File: src/rtl/rf_bypass_param.sv
// rf_bypass_param: NREGS x WIDTH register file with one write port and two
// combinational read ports. Optional same-cycle write-to-read bypass and an
// optional hardwired-zero register 0. Out-of-range selects raise err, which
// accumulates into errSticky until cleared.
module rf_bypass_param #(
   parameter int WIDTH   = 16,
   parameter int NREGS   = 8,
   parameter int SEL_W   = $clog2(NREGS),
   parameter int BYPASS  = 1,
   parameter int ZERO_R0 = 0
) (
   input  logic             clk,
   input  logic             rst_n,
   input  logic [SEL_W-1:0] readReg1Sel,
   input  logic [SEL_W-1:0] readReg2Sel,
   input  logic [SEL_W-1:0] writeRegSel,
   input  logic [WIDTH-1:0] writeData,
   input  logic             writeEn,
   input  logic             errClr,
   output logic [WIDTH-1:0] readData1,
   output logic [WIDTH-1:0] readData2,
   output logic             err,
   output logic             errSticky
);

   logic [WIDTH-1:0] regs_q [NREGS];
   logic [WIDTH-1:0] regs_d [NREGS];
   logic [NREGS-1:0] wr_hit;
   logic             err_sticky_q, err_sticky_d;
   logic             wr_in_range, rd1_in_range, rd2_in_range;
   logic [WIDTH-1:0] rd1, rd2;

   // Per-register write-enable decode. Gating with rst_n keeps both storage
   // and the bypass path quiet while the block is held in reset. A
   // hardwired-zero register 0 never sees a write strobe.
   for (genvar i = 0; i < NREGS; i++) begin : g_wdec
      if (ZERO_R0 != 0 && i == 0) begin : g_r0
         assign wr_hit[i] = 1'b0;
      end else begin : g_rn
         assign wr_hit[i] = rst_n & writeEn & (writeRegSel == SEL_W'(i));
      end
   end

   // Range checks only exist when the select space has unused codes.
   if (NREGS == (1 << SEL_W)) begin : g_pow2
      assign wr_in_range  = 1'b1;
      assign rd1_in_range = 1'b1;
      assign rd2_in_range = 1'b1;
   end else begin : g_npow2
      assign wr_in_range  = (writeRegSel < SEL_W'(NREGS));
      assign rd1_in_range = (readReg1Sel < SEL_W'(NREGS));
      assign rd2_in_range = (readReg2Sel < SEL_W'(NREGS));
   end

   assign err = (writeEn & ~wr_in_range) | ~rd1_in_range | ~rd2_in_range;

   // Next-state for storage and the sticky error flag.
   always_comb begin
      // NOTE: every signal assigned here gets a value on every path; a missed
      // branch would otherwise infer a latch.
      for (int i = 0; i < NREGS; i++) begin
         regs_d[i] = wr_hit[i] ? writeData : regs_q[i];
      end
      // Set wins over clear when both happen in the same cycle.
      err_sticky_d = (err_sticky_q & ~errClr) | err;
   end

   // State registers with asynchronous clear.
   always_ff @(posedge clk or negedge rst_n) begin
      if (!rst_n) begin
         // NOTE: the storage array is reset deliberately; software relies on
         // every register reading zero after reset, so this is not left to X.
         for (int i = 0; i < NREGS; i++) begin
            regs_q[i] <= '0;
         end
         err_sticky_q <= 1'b0;
      end else begin
         // NOTE: non-blocking assignments so every flop samples pre-edge values.
         regs_q       <= regs_d;
         err_sticky_q <= err_sticky_d;
      end
   end

   // Parametrised read mux; unmatched (out-of-range) selects fall through to 0.
   always_comb begin
      rd1 = '0;
      rd2 = '0;
      for (int i = 0; i < NREGS; i++) begin
         if (!(ZERO_R0 != 0 && i == 0)) begin
            if (readReg1Sel == SEL_W'(i)) begin
               rd1 = (BYPASS != 0 && wr_hit[i]) ? writeData : regs_q[i];
            end
            if (readReg2Sel == SEL_W'(i)) begin
               rd2 = (BYPASS != 0 && wr_hit[i]) ? writeData : regs_q[i];
            end
         end
      end
   end

   assign readData1 = rd1;
   assign readData2 = rd2;
   assign errSticky = err_sticky_q;

endmodule

File: config.mk
export PLATFORM = sky130hd
export DESIGN_NAME = rf_bypass_param
export DESIGN_NICKNAME = d
export VERILOG_FILES = /design/src/rtl/rf_bypass_param.sv
export SDC_FILE = /design/constraint.sdc
export NUM_CORES = 1
export LEC_CHECK = 0
export BUFFER_PORTS_ARGS = -buffer_cell sky130_fd_sc_hd__buf_4
export CELL_PAD_IN_SITES_DETAIL_PLACEMENT = 0
export CELL_PAD_IN_SITES_GLOBAL_PLACEMENT = 1
export CORE_MARGIN = 1
export CORE_UTILIZATION = 48
export DETAILED_ROUTE_END_ITERATION = 6
export PLACE_DENSITY_LB_ADDON = 0.1
export SLEW_MARGIN = 20
export SYNTH_ARGS = -nofsm -noshare
export SYNTH_HDL_FRONTEND = slang
export SYNTH_SLANG_ARGS = --single-unit
export TNS_END_PERCENT = 30
File: constraint.sdc
create_clock -name clk -period 2.4 [get_ports clk]
set_clock_uncertainty 0.15 [all_clocks]
set_input_delay 0.12 -clock clk [delete_from_list [all_inputs] [get_ports clk]]
set_output_delay 0.12 -clock clk [all_outputs]
set_load 0.1 [all_outputs]
==> metrics.txt <==
CTS tree done; global route overflow 0; Post-synth EDFFs 0; sequential share of the synthesized area 43.9%; Worst Setup End Kind output port; IO Pins 63; clock insertion delay at the later pin of the skew report 0.41 ns; FILL cells 1249; Die ar. 15800 µm²; slowest stage cell, crit path nor4bb_1; Worst Hold Class in -> reg; row cnt 44; H-tree depth 4; Final Hold Vio Count 0; WL per Instance 23.4 µm; Bufs and invs on worst path 4; final setup vio count 0; VDD IR max 0.510 mV; Area growth syn-to-layout 27.0%; worst path required time 2.13 ns; most frequent cells in the layout dfrtp_1 (129), buf_4 (103), mux2_2 (76); Synth warnings 0; status completed; Worst EP arrival 2.12 ns; cell breakdown of the critical path buf_4 > nor4bb_1 > buf_4 > nand2_4 > buf_12 > mux2i_2 > o22ai_1 > o221ai_1 > nand4_1 > buf_6; crit path kind in -> out; Ant. Diodes 0; commonest non-fill, non-tap cell in the layout dfrtp_1; kind of start point of the critical path primary input; RSZ-0062 raised after global routing true; vias in the first global route 6268; core footprint 14800 µm²; Netlist cell types 61; Yosys top cell by area dfrtp_1; mean post-synth cell area 10.4 µm²; Slew @ Worst Pin 0.643 ns; Mapped Nets 735; Port Buffer Count 61; All-Layer GR Usage 31.2%; Critical Path Max Stage Delay 0.28 ns; Max-cap violations 0; share of layout cells above drive strength 1 35.7%; ys async rst share 100%; setup TNS 0 ns; cell types occupying the most area after synthesis dfrtp_1 (44%), mux2_2 (12%), mux2i_1 (7.6%); power consumption 7.87 mW; routed vias 6329; flop and latch count out of synthesis 129; HPWL after DPL 15500 µm; CTS clk-pin slew, worst paths 0.06 ns; Fmax 419 MHz; Min Clock Period, post-route 2.39 ns; CTS Buf Count 17; Max clock buf depth 2; power per standard cell area 843 nW/µm²; post-route ant nets 0; synthesized area 7350 µm²; non-filler instance count after layout 1012; Die X 126 µm; CP max FO 12; nets@finish 845; LEAKAGE 4.33 nW; CP most frequent cell buf_4; starting density of the core 49.8%; clock sinks 129; Final Max Slew Viols 0; placed cells 959; # DRC 0; fin crit share 99.4%; first-pass GRT wire length 36800 µm; drt first pass iters 7; critical path's top delay family buffers and inverters; gpl congestion 0.907; area share of the largest cell type after synthesis 43.9%; Synth Flop Type dfrtp_1; Die H 126 µm; final WL 23700 µm; First DRT Iteration DRCs 629; Util after Layout 63.2%; root buf cell clkbuf_16; Max-slew headroom 57.1%; initial antenna violation count 0; pin count of the biggest net entering global routing 50; cell count after synthesis 706; post-DR vias/cell 6.25
==> metrics by stage <==
stage | hold WS (ns) | instance area [µm²] | worst slack [ns]
2_1_floorplan | -0.326 | 7410 | -0.599
3_3_place_gp | 0.0688 | 8380 | -0.00103
3_5_place_dp | 0.0820 | 8380 | 0.00141
4_1_cts | 0.0790 | 9100 | 0.0182
5_1_grt | 0.119 | 9330 | -0.0406
6_report | 0.104 | 9330 | 0.0135
==> layout make-up <==
type	count	area, µm²	share of cell area [%]
Clock buffer	21	460	4.94
Inverter	60	225	2.41
Timing Repair Buffer	148	1320	14.2
Sequential cell	129	3230	34.6
Multi-Input combinational cell	460	3800	40.7
Tap cell	184	230	2.47
Clock inverter	10	63.8	0.684
==> cells in the mapped netlist (2+ instances only) <==
cell,count
buf_1,2
o21ai_0,25
o22a_1,2
o221ai_1,17
a21oi_1,30
nand3_1,12
nor2_1,25
or2_2,2
nand2b_1,3
a22oi_1,13
o311ai_0,4
o2bb2ai_1,23
nor4_1,2
o21a_1,24
a31oi_1,6
o211ai_1,15
nor2b_1,5
nor3b_1,4
buf_4,3
buf_6,6
or3_1,4
o21ba_2,11
dfrtp_1,129
a32oi_1,2
mux2_4,6
clkbuf_1,40
nor3_1,7
inv_1,58
mux2i_1,56
and3_1,4
nand2_1,30
mux2_2,76
o32ai_1,11
o22ai_1,16
nor2_2,2
buf_2,6
==> worst register-to-register path, delay by kind of cell (launching register included) <==
family / cells / cell delay [ns]
DFF: 1 / 0.36
muxes: 1 / 0.29
buffers and inverters: 1 / 0.08
==> worst paths after layout <==
path                       cells past startpoint  slack, ns                    end             startpoint
setup / recovery                              10       0.01          readData2[15]         writeRegSel[1]
hold / removal                                 5       0.10   regs_q[54]$_DFF_PN0_         writeRegSel[1]
setup reg to reg                               2       1.39  regs_q[109]$_DFF_PN0_  regs_q[109]$_DFF_PN0_
hold reg to reg                                1       0.36  regs_q[125]$_DFF_PN0_  regs_q[125]$_DFF_PN0_
max in group asynchronous                      3       1.28  regs_q[103]$_DFF_PN0_                  rst_n
min in group asynchronous                      3       0.31   regs_q[78]$_DFF_PN0_                  rst_n
==> timing repair <==
item                                    in CTS  in global routing
endpoints found under the setup margin       1                 29
hold buffers                                18                  0
resized for setup                            1                 41
pin swaps                                    0                  4
setup buffers                                0                  4
hold endpoints to repair                   253                  0
gates cloned                                 0                  0
==> routing by layer <==
metal	part of all wire [%]	global-route usage, %	up-vias
met5	0	0	-
met4	2.3	10.9	0
met3	7.1	6.41	45
met2	47	49.6	305
met1	43	42.3	3169
li1	-	-	2810
==> report_power, final <==
group / internal [mW] / switching [mW] / total [mW]
Clock: 1.36 / 0.960 / 2.32
Combinational: 0.946 / 1.78 / 2.72
Sequential: 2.67 / 0.156 / 2.83
Total: 4.97 / 2.89 / 7.87
==> state kept, by name, summed over array words and instances (netlist names) <==
| signal | flops |
|---|---|
| errSticky | 1 |
| regs_q | 128 |
==> kinds of logic (layout without fill, tap and decap cells) <==
group	Yosys count	in the layout	share of synthesized area [%]
xor gates and xnor gates	2	2	0.239
and+or+nand+nor	111	111	7.70
buffers and inverters	117	239	6.85
other	1	1	0.0510
AOI/OAI and AO/OA	207	207	20.4
muxes	139	139	20.8
DFF	129	129	43.9
Note: power is estimated with default switching activity, not from simulation.
